$ cat config.mk
export PLATFORM = sky130hd
export DESIGN_NAME = fifo_burst_drain
export DESIGN_NICKNAME = d
export VERILOG_FILES = /design/src/rtl/fifo_burst_drain.sv
export SDC_FILE = /design/constraint.sdc
export NUM_CORES = 1
export LEC_CHECK = 0
export CAP_MARGIN = 20
export CORE_MARGIN = 2
export CORE_UTILIZATION = 29
export CTS_CLUSTER_SIZE = 10
export DETAILED_ROUTE_END_ITERATION = 8
export PLACE_DENSITY_LB_ADDON = 0.25
export SETUP_SLACK_MARGIN = 0.05
export SYNTH_ARGS = -nofsm -noshare
export SYNTH_HDL_FRONTEND = slang
export SYNTH_SLANG_ARGS = --single-unit
$ cat constraint.sdc
create_clock -name clk -period 1.85 [get_ports clk]
set_clock_uncertainty 0.1 [all_clocks]
set_input_delay 0.2775 -clock clk [delete_from_list [all_inputs] [get_ports clk]]
set_output_delay 0.2775 -clock clk [all_outputs]
set_load 0.03 [all_outputs]
$ cat src/rtl/fifo_burst_drain.sv
// fifo_burst_drain: drains an FWFT FIFO in header-announced bursts; defining FIFO_BURST_DRAIN_TIMEOUT_EN adds an idle-timeout start
module fifo_burst_drain #(
    parameter int DATA_WIDTH  = 32,
    parameter int FIFO_DEPTH  = 32,
    parameter int MAX_BURST   = 16,
    parameter int TIMEOUT_CYC = 64,
    parameter int CNT_W       = $clog2(FIFO_DEPTH),
    parameter int LEN_W       = $clog2(MAX_BURST)
) (
    input  logic                  clk,
    input  logic                  rst,
    input  logic [DATA_WIDTH-1:0] fifo_data_i,
    input  logic                  fifo_empty_i,
    input  logic [CNT_W:0]        fifo_counter_i,
    output logic                  fifo_rd_valid_o,
    input  logic                  flush_i,
    output logic                  burst_valid_o,
    input  logic                  burst_ready_i,
    output logic [LEN_W-1:0]      burst_len_o,
    output logic [DATA_WIDTH-1:0] data_o,
    output logic                  data_valid_o,
    input  logic                  data_ready_i,
    output logic                  data_last_o,
    output logic                  busy_o
);
    typedef enum logic [1:0] {IDLE, HDR, DATA} state_t;
    localparam logic [CNT_W:0] MAX_CNT = (CNT_W+1)'(MAX_BURST);

    if (MAX_BURST < 2 || (MAX_BURST & (MAX_BURST - 1)) != 0 || MAX_BURST > FIFO_DEPTH || TIMEOUT_CYC < 2) begin : g_param_chk
        $error("fifo_burst_drain: illegal parameters");
    end

    state_t           state;
    logic [LEN_W-1:0] beat;
    logic [LEN_W-1:0] nxt_len;
    logic             full, start, to_hit, in_data, hs;

    assign full    = fifo_counter_i >= MAX_CNT;
    assign start   = full || (flush_i && fifo_counter_i != '0) || to_hit;
    assign nxt_len = full ? '1 : LEN_W'(fifo_counter_i - 1'b1);

    assign in_data         = state == DATA;
    assign data_valid_o    = in_data && !fifo_empty_i;
    assign data_o          = in_data ? fifo_data_i : '0;
    assign hs              = data_valid_o && data_ready_i;
    assign fifo_rd_valid_o = hs;
    assign data_last_o     = data_valid_o && beat == burst_len_o;
    assign burst_valid_o   = state == HDR;
    assign busy_o          = state != IDLE;

`ifdef FIFO_BURST_DRAIN_TIMEOUT_EN
    localparam int TO_W = $clog2(TIMEOUT_CYC);
    logic [TO_W-1:0] timer;
    logic            partial;
    assign partial = fifo_counter_i != '0 && !full;
    assign to_hit  = partial && timer == TO_W'(TIMEOUT_CYC - 1);
    always_ff @(posedge clk or posedge rst) begin
        if (rst) timer <= '0;
        else     timer <= (state == IDLE && partial && !start) ? timer + 1'b1 : '0;
    end
`else
    assign to_hit = 1'b0;
`endif

    always_ff @(posedge clk or posedge rst) begin
        if (rst) begin
            state       <= IDLE;
            burst_len_o <= '0;
            beat        <= '0;
        end else begin
            case (state)
                IDLE: if (start) begin
                    burst_len_o <= nxt_len;
                    state       <= HDR;
                end
                HDR: if (burst_ready_i) begin
                    beat  <= '0;
                    state <= DATA;
                end
                DATA: if (hs) begin
                    beat <= beat + 1'b1;
                    if (beat == burst_len_o) state <= IDLE;
                end
                default: state <= IDLE;
            endcase
        end
    end
endmodule

### After elaboration in Yosys (flattened, before gate mapping)

Index checks and enable logic that the tools add are counted.
W data, S select, Z words.

* register bits: 10
* input bits: 44
* output and inout port bits: 41
* logic and storage cells: 36

* add/sub/neg operators: 2
* magnitude comparators: 1
* eq/ne operators: 7
* multiplexer cells: 10
* reductions and logical operators: 13

Operator list (count)
* $mux W32: 1
* $mux W4: 3
* $mux W2: 4
* $pmux W4 S2: 1
* $ge A6 B5 Y1 const B: 1
* $pmux W2 S3: 1
* $reduce_bool A6 Y1: 1
* $add A4 B1 Y4 const B: 1
* $eq A4 B4 Y1: 1
* $logic_and A1 B1 Y1: 4
* $ne A2 B1 Y1 const B: 2
* $ne A2 B2 Y1 const B: 2
* $reduce_and A4 Y1: 1
* $reduce_bool A2 Y1: 2
* $sub A4 B1 Y4 const B: 1
* $reduce_and A3 Y1: 1
* $eq A2 B1 Y1 const B: 1
* $eq A2 B2 Y1 const B: 1
* $logic_not A2 Y1: 1
* $reduce_and A2 Y1: 1
* $logic_not A1 Y1: 1
* $logic_or A1 B1 Y1: 1

### Logic depth before layout (Yosys ltp)

Gate-level depths: netlist (run 1).

* depth in word-level cells: 5
* mapped depth: 5
* mapped depth without buffers: 5

### Worst setup path before layout (run 1)

OpenSTA, ideal clock, no wires.

* path type: register -> output
* start point: register burst_len_o[2]
* end point: output data_last_o
* data arrival time: 1464 ps
* data required time: 1472 ps
* path slack: 8 ps
* stages on the path, launching flop included: 4
* buffers on the path: 0
* cell sequence: dfrtp_1 xnor2_1 nand4_1 nor3_1

* word-level cells in the longest chain between the ends: 2

RTL lines
* start: declaration: line 19 `output logic [LEN_W-1:0] burst_len_o,`
* start signal: assignment: line 73 `burst_len_o <= nxt_len;`
* $eq A4 B4 Y1: line 47 `assign data_last_o = data_valid_o && beat == burst_len_o;`
* $logic_and A1 B1 Y1: line 47
* end: declaration: line 23 `output logic data_last_o,`

No other way between the ends.

### Worst setup path after layout (run 1)

* start point: register beat[2]
* end point: output data_last_o

* word-level cells in the longest chain between the ends: 2

RTL lines
* start: declaration: line 34 `logic [LEN_W-1:0] beat;`
* start signal: assignment: line 81 `beat <= beat + 1'b1;`
* $eq A4 B4 Y1: line 47
* $logic_and A1 B1 Y1: line 47

No other way between the ends.

==> impl_metrics.env, run 1 <==
export IMPL_io_pins=85
export IMPL_grt_pass1_wl_mm=4.85
export IMPL_syn_cell_area_um2=847
export IMPL_relSlewSlack_pct=74.7
export IMPL_diodes=0
export IMPL_fin_nets=237
export IMPL_dp_slack_ps=-41.5
export IMPL_yosysWarnings=0
export IMPL_fp_dieW_um=58.0
export IMPL_p_per_area_mw_per_mm2=1100
export IMPL_dp_cells=209
export IMPL_min_path_type="in2async"
export IMPL_crit_path_top_delay_cell="dfrtp_1"
export IMPL_cp_data_required_time_ps=1470
export IMPL_met2WireLength_mm=1.57
export IMPL_crit_path_cell_trace="xnor2_1 -> nand4_1 -> nor3_2 -> buf_4"
export IMPL_drt_pass1_iterations=3
export IMPL_setup_violations=0
export IMPL_design_die_area_mm2=0.00337
export IMPL_rsz0062_at_grt="yes"
export IMPL_synth_seq_cells=10
export IMPL_period_needed_ps=1780
export IMPL_synth_yosys_seq_area_share_pct=29.5
export IMPL_via_count=1041
export IMPL_seqCellArea_um2=253
export IMPL_start_kind="flop"
export IMPL_wl_met3_um=333
export IMPL_power_mw=1.97
export IMPL_crit_type="reg2out"
export IMPL_max_cap_violations=0
export IMPL_hold_slack_ps=165
export IMPL_cts_tree="yes"
export IMPL_core_area_mm2=0.00276
export IMPL_place_hpwl_mm=2.46
export IMPL_cell_internal_pwr_mw=1.09
export IMPL_yosysUniqueCellTypes=27
export IMPL_ant_nets=0
export IMPL_clk_pin_slew_worst_paths_ps=70
export IMPL_antenna_found_initial=0
export IMPL_io_buffer_count=84
export IMPL_crit_fanout=4
export IMPL_rows=19
export IMPL_fmax_mhz=562
export IMPL_initial_core_util_pct=30.7
export IMPL_cellLeakagePower_nw=0.810
export IMPL_switchingPower_uw=883
export IMPL_crit_arrival_ps=1400
export IMPL_wl_met1_mm=1.11
export IMPL_power_frac_comb_pct=72.1
export IMPL_cts_num_sinks=10
export IMPL_fin_crit_sh_pct=96.2
export IMPL_final_util_pct=65.2
export IMPL_nFillCells=240
export IMPL_power_frac_seq_pct=17.6
export IMPL_clock_path_buffers=2
export IMPL_clock_power_share_pct=10.3
export IMPL_cts_buffers=3
export IMPL_layout_drive_gt1_share_pct=35.3
export IMPL_synth_cells=94
export IMPL_cpPeakStageDelay_ps=420
export IMPL_syn2layout_area_growth_pct=112
export IMPL_routed_wl_mm=3.07
export IMPL_drc=0
export IMPL_initialDrtViolationCount=24
export IMPL_grt_use_total_pct=18.9
export IMPL_worstSetupEndpointType="output port"
export IMPL_drv_slew=0
export IMPL_grt_max_degree=17
export IMPL_fin_cells=221
export IMPL_highest_layer="met4"
export IMPL_routedWlPerCell_um=13.9
export IMPL_p_sw_share_pct=44.9
export IMPL_tightestPinTransition_ps=379
export IMPL_syn_num_nets=140
export IMPL_htreeDepth=1
export IMPL_overflow=0
export IMPL_vias_per_cell=4.71
export IMPL_die_y_um=58.0
export IMPL_clockRootBuffer="clkbuf_4"
export IMPL_multiInputGateArea_um2=599
export IMPL_gp_congestion=0.744
export IMPL_avgSynthCellArea_um2=9.01
export IMPL_outcome="complete, no violations"
export IMPL_insertion_delay_ps=280
export IMPL_final_setup_worst_slack_ps=70.8
export IMPL_ir_worst_vdd_uv=696
export IMPL_grt_pass1_vias=1005
export IMPL_hold_viol_final=0
cells by family (layout without fill, tap and decap cells):
kind of cell             count (synthesis)  count (layout)  synth area share [%]
multiplexers                             2               2                  2.51
flip-flops                              10              10                  29.5
adder cells (fa/ha/maj)                  2               2                  2.95
AND/OR/NAND/NOR                         53              55                  44.3
XOR/XNOR                                 6               6                  6.20
buffers and inverters                    8             102                  3.55
AO/OA/AOI/OAI                           13              13                  10.9
placed cells by master, fill, tap and decap left out, drive strengths merged, types with 3 or more instances in the layout:
master,netlist,final
nand3,3,3
a2bb2oi,5,5
dfrtp,10,10
clkdlybuf4s50,0,46
xnor2,6,6
and2b,2,4
inv,5,5
and2,33,33
o21ai,4,4
buf,0,45
clkbuf,3,5
power groups by stage:
stage	logic (mW)	clock network, mW	registers [mW]
3_3_place_gp	1.23	0	0.363
5_1_grt	1.52	0.211	0.358
4_1_cts	1.35	0.204	0.342
6_report	1.42	0.203	0.346
2_1_floorplan	0.731	0	0.375
3_5_place_dp	1.25	0	0.363
final timing paths:
path                                            start                    endpoint  slack [ps]  depth (start not counted)
max                               beat[2]$_DFFE_PP0P_                 data_last_o          70                          4
min                                               rst         beat[3]$_DFFE_PP0P_         160                          2
max reg2reg                      state[0]$_DFFE_PP0P_  burst_len_o[2]$_DFFE_PP0P_         210                          4
min reg2reg                burst_len_o[0]$_DFFE_PP0P_  burst_len_o[0]$_DFFE_PP0P_         490                          1
max in group asynchronous                         rst        state[1]$_DFFE_PP0P_        1180                          2
min in group clk           burst_len_o[0]$_DFFE_PP0P_  burst_len_o[0]$_DFFE_PP0P_         490                          1
cell usage after synthesis (all sizes together):
cell | instances | share of area, %
o22ai | 2 | 2.2
ha | 2 | 3.0
mux2i | 1 | 1.2
or2b | 1 | 0.89
or2 | 1 | 0.74
mux2 | 1 | 1.3
nor3b | 1 | 1.5
and2b | 2 | 2.1
nand4 | 1 | 0.74
nor3 | 2 | 1.2
nor4 | 1 | 2.5
nand3 | 3 | 1.8
or3 | 2 | 1.5
o21ai | 4 | 2.4
or3b | 1 | 1.3
nor2 | 2 | 0.89
nand4bb | 1 | 3.3
nor2b | 1 | 0.74
a2bb2oi | 5 | 5.2
clkbuf | 3 | 1.3
a21oi | 2 | 1.2
dfrtp | 10 | 30
nand3b | 1 | 0.89
and2 | 33 | 24
xnor2 | 6 | 6.2
inv | 5 | 2.2
per-stage QoR:
stage               setup TNS, ps  instance area [µm²]
floorplan                       0                  852
global placement                0                 1660
detailed placement          -41.5                 1660
CTS                             0                 1740
global route                -33.1                 1800
finish                          0                 1800
routing by layer:
layer | vias to the layer above | track usage (%)
met5 | - | 0
met4 | 0 | 6.98
met3 | 4 | 4.91
met2 | 54 | 35.2
met1 | 474 | 20.3
li1 | 509 | -
cell type report:
type                       count  share of cell area (%)
inverter                       5                    1.04
timing repair buffer          93                    47.4
tap                           31                    2.16
clock buffer                   4                    2.02
multi-input combinational     78                    33.4
sequential                    10                    14.1
repair_timing:
| action | in CTS | in global routing |
|---|---|---|
| resized for setup | 9 | 19 |
| cloned | 1 | 1 |
| endpoints found under the setup margin | 36 | 23 |
| pin swaps | 1 | 2 |
| hold buffers | 0 | 0 |
| setup buffers | 4 | 2 |
state kept, by name, indices dropped and copies added, names as in the netlist:
register / flops
state: 2
burst_len_o: 4
beat: 4
critical path: cells and delay by family (launching register included):
family        cells  cell delay [ps]
simple gates      2              350
xor+xnor          1              160
flops             1              420
buf+inv           1              180
(Power assumes the default switching activity.)
==> inputs of run 2 (changes only) <==
--- a/config.mk
+++ b/config.mk
@@ -8,9 +8,11 @@
 export CAP_MARGIN = 20
 export CORE_MARGIN = 2
 export CORE_UTILIZATION = 29
+export CTS_CLUSTER_DIAMETER = 30
 export CTS_CLUSTER_SIZE = 10
 export DETAILED_ROUTE_END_ITERATION = 8
 export PLACE_DENSITY_LB_ADDON = 0.25
+export RECOVER_POWER = 50
 export SETUP_SLACK_MARGIN = 0.05
 export SYNTH_ARGS = -nofsm -noshare
 export SYNTH_HDL_FRONTEND = slang
==> run 2 against run 1 <==
  * Wire length fell by 0.29%
  * Maximum frequency down 1.2%
  * Final cell count unchanged
  * Power shrank 2.8%
  * Clock-buffer cell count stayed put
  * First-iteration DRC count rose by 21%
  * Critical path type is now reg2reg
  * Sequential share of layout area grew 0.18 points
  * Die area unchanged
  * Critical path depth unchanged
==> impl_metrics.env, run 2 (synthesis results as in run 1) <==
export IMPL_ir_worst_vdd_uv=639
export IMPL_insertion_delay_ps=270
export IMPL_fin_crit_sh_pct=97.3
export IMPL_rsz0062_at_grt="yes"
export IMPL_vias_per_cell=4.75
export IMPL_drc=0
export IMPL_syn2layout_area_growth_pct=108
export IMPL_crit_arrival_ps=1880
export IMPL_cts_num_sinks=10
export IMPL_layout_drive_gt1_share_pct=32.6
export IMPL_cp_top_family="compound AO/OA/AOI/OAI gates"
export IMPL_fmax_mhz=555
export IMPL_antenna_found_initial=0
export IMPL_crit_path_cell_trace="buf_4 -> or3b_1 -> o22ai_1 -> a2bb2oi_1"
export IMPL_cellLeakagePower_nw=0.795
export IMPL_ctsHoldBuffers=0
export IMPL_grt_pass1_wl_mm=4.85
export IMPL_clk_pin_slew_worst_paths_ps=70
export IMPL_path_buf_inv=1
export IMPL_gp_congestion=0.744
export IMPL_initial_core_util_pct=30.7
export IMPL_p_per_area_mw_per_mm2=1080
export IMPL_dp_slack_ps=-41.5
export IMPL_design_die_area_mm2=0.00337
export IMPL_cp_data_required_time_ps=1930
export IMPL_relSlewSlack_pct=74.6
export IMPL_clockRootBuffer="clkbuf_4"
export IMPL_worstSetupEndpointType="flop"
export IMPL_period_needed_ps=1800
export IMPL_cts_tree="yes"
export IMPL_grt_pass1_vias=1005
export IMPL_tightestPinTransition_ps=381
export IMPL_cts_buffers=3
export IMPL_io_pins=85
export IMPL_routedWlPerCell_um=13.8
export IMPL_clock_path_buffers=2
export IMPL_io_buffer_count=84
export IMPL_final_cell_mix="clkdlybuf4s50_1 (45), buf_4 (32), and2_1 (25)"
export IMPL_core_area_mm2=0.00276
export IMPL_final_common_cell="clkdlybuf4s50_1"
export IMPL_grt_use_total_pct=18.9
export IMPL_ant_nets=0
export IMPL_setup_violations=0
export IMPL_min_path_type="in2async"
export IMPL_fp_dieW_um=58.0
export IMPL_die_y_um=58.0
export IMPL_power_mw=1.91
export IMPL_reg_top3="beat: 4 flops, burst_len_o: 4 flops, state: 2 flops"
export IMPL_hold_viol_final=0
export IMPL_fin_setup_tns_ps=0
export IMPL_rows=19
export IMPL_via_count=1049
export IMPL_drt_pass1_iterations=2
export IMPL_start_kind="flop"
export IMPL_overflow=0
export IMPL_max_cap_violations=0
export IMPL_crit_type="reg2reg"
export IMPL_routed_wl_mm=3.06
export IMPL_final_setup_worst_slack_ps=49.6
export IMPL_crit_path_top_delay_cell="or3b_1"
export IMPL_crit_fanout=6
export IMPL_grt_max_degree=17
export IMPL_place_hpwl_mm=2.46
export IMPL_diodes=0
export IMPL_htreeDepth=1
export IMPL_outcome="complete, no violations"
export IMPL_fin_nets=237
export IMPL_cpPeakStageDelay_ps=450
export IMPL_hold_slack_ps=308
export IMPL_drv_slew=0
export IMPL_initialDrtViolationCount=29
[run 2: metrics by stage]
| step | cells | utilization, % | instance area [µm²] |
|---|---|---|---|
| global placement | 209 | 60.0 | 1660 |
| finish | 221 | 64.0 | 1770 |
| CTS | 218 | 62.9 | 1740 |
| detailed placement | 209 | 60.0 | 1660 |
| global route | 221 | 64.0 | 1770 |
| floorplan | 94 | - | 852 |
[run 2: worst register-to-register path, cell delays in order (launching register included)]
cell and delay [ps]:
dfrtp_1 420, buf_4 160, or3b_1 450, o22ai_1 350
a2bb2oi_1 230
[run 2: final timing paths]
path | start | end | slack, ps | cells past startpoint
min reg2reg | beat[0]$_DFFE_PP0P_ | beat[0]$_DFFE_PP0P_ | 490 | 1
max reg2reg | state[0]$_DFFE_PP0P_ | burst_len_o[2]$_DFFE_PP0P_ | 50 | 4
max | state[0]$_DFFE_PP0P_ | burst_len_o[2]$_DFFE_PP0P_ | 50 | 4
max in group asynchronous | rst | state[1]$_DFFE_PP0P_ | 1040 | 2
min in group clk | beat[0]$_DFFE_PP0P_ | beat[0]$_DFFE_PP0P_ | 490 | 1
min | rst | beat[3]$_DFFE_PP0P_ | 310 | 2
[run 2: cell type report]
| class | instances | area (µm²) |
|---|---|---|
| inverter | 5 | 18.8 |
| multi-input combinational | 78 | 588 |
| timing repair buffer | 93 | 832 |
| clock buffer | 4 | 36.3 |
| tap | 31 | 38.8 |
| fill | 247 | 992 |
| sequential | 10 | 251 |
[run 2: what timing repair did]
| item | CTS | global route |
|---|---|---|
| pin swaps | 1 | 2 |
| setup buffers | 4 | 2 |
| resized for setup | 9 | 19 |
| gates cloned | 1 | 1 |
| endpoints found under the setup margin | 36 | 23 |
[run 2: layer usage]
metal | GRT usage (%) | share of wire (%)
met1 | 20.3 | 35
met2 | 35.2 | 52
met3 | 4.91 | 11
met4 | 6.98 | 1.5
met5 | 0 | 0
[run 2: power breakdown]
part           internal, mW  switching [mW]
Combinational         0.646           0.726
Sequential            0.275          0.0662
Clock                 0.120          0.0801
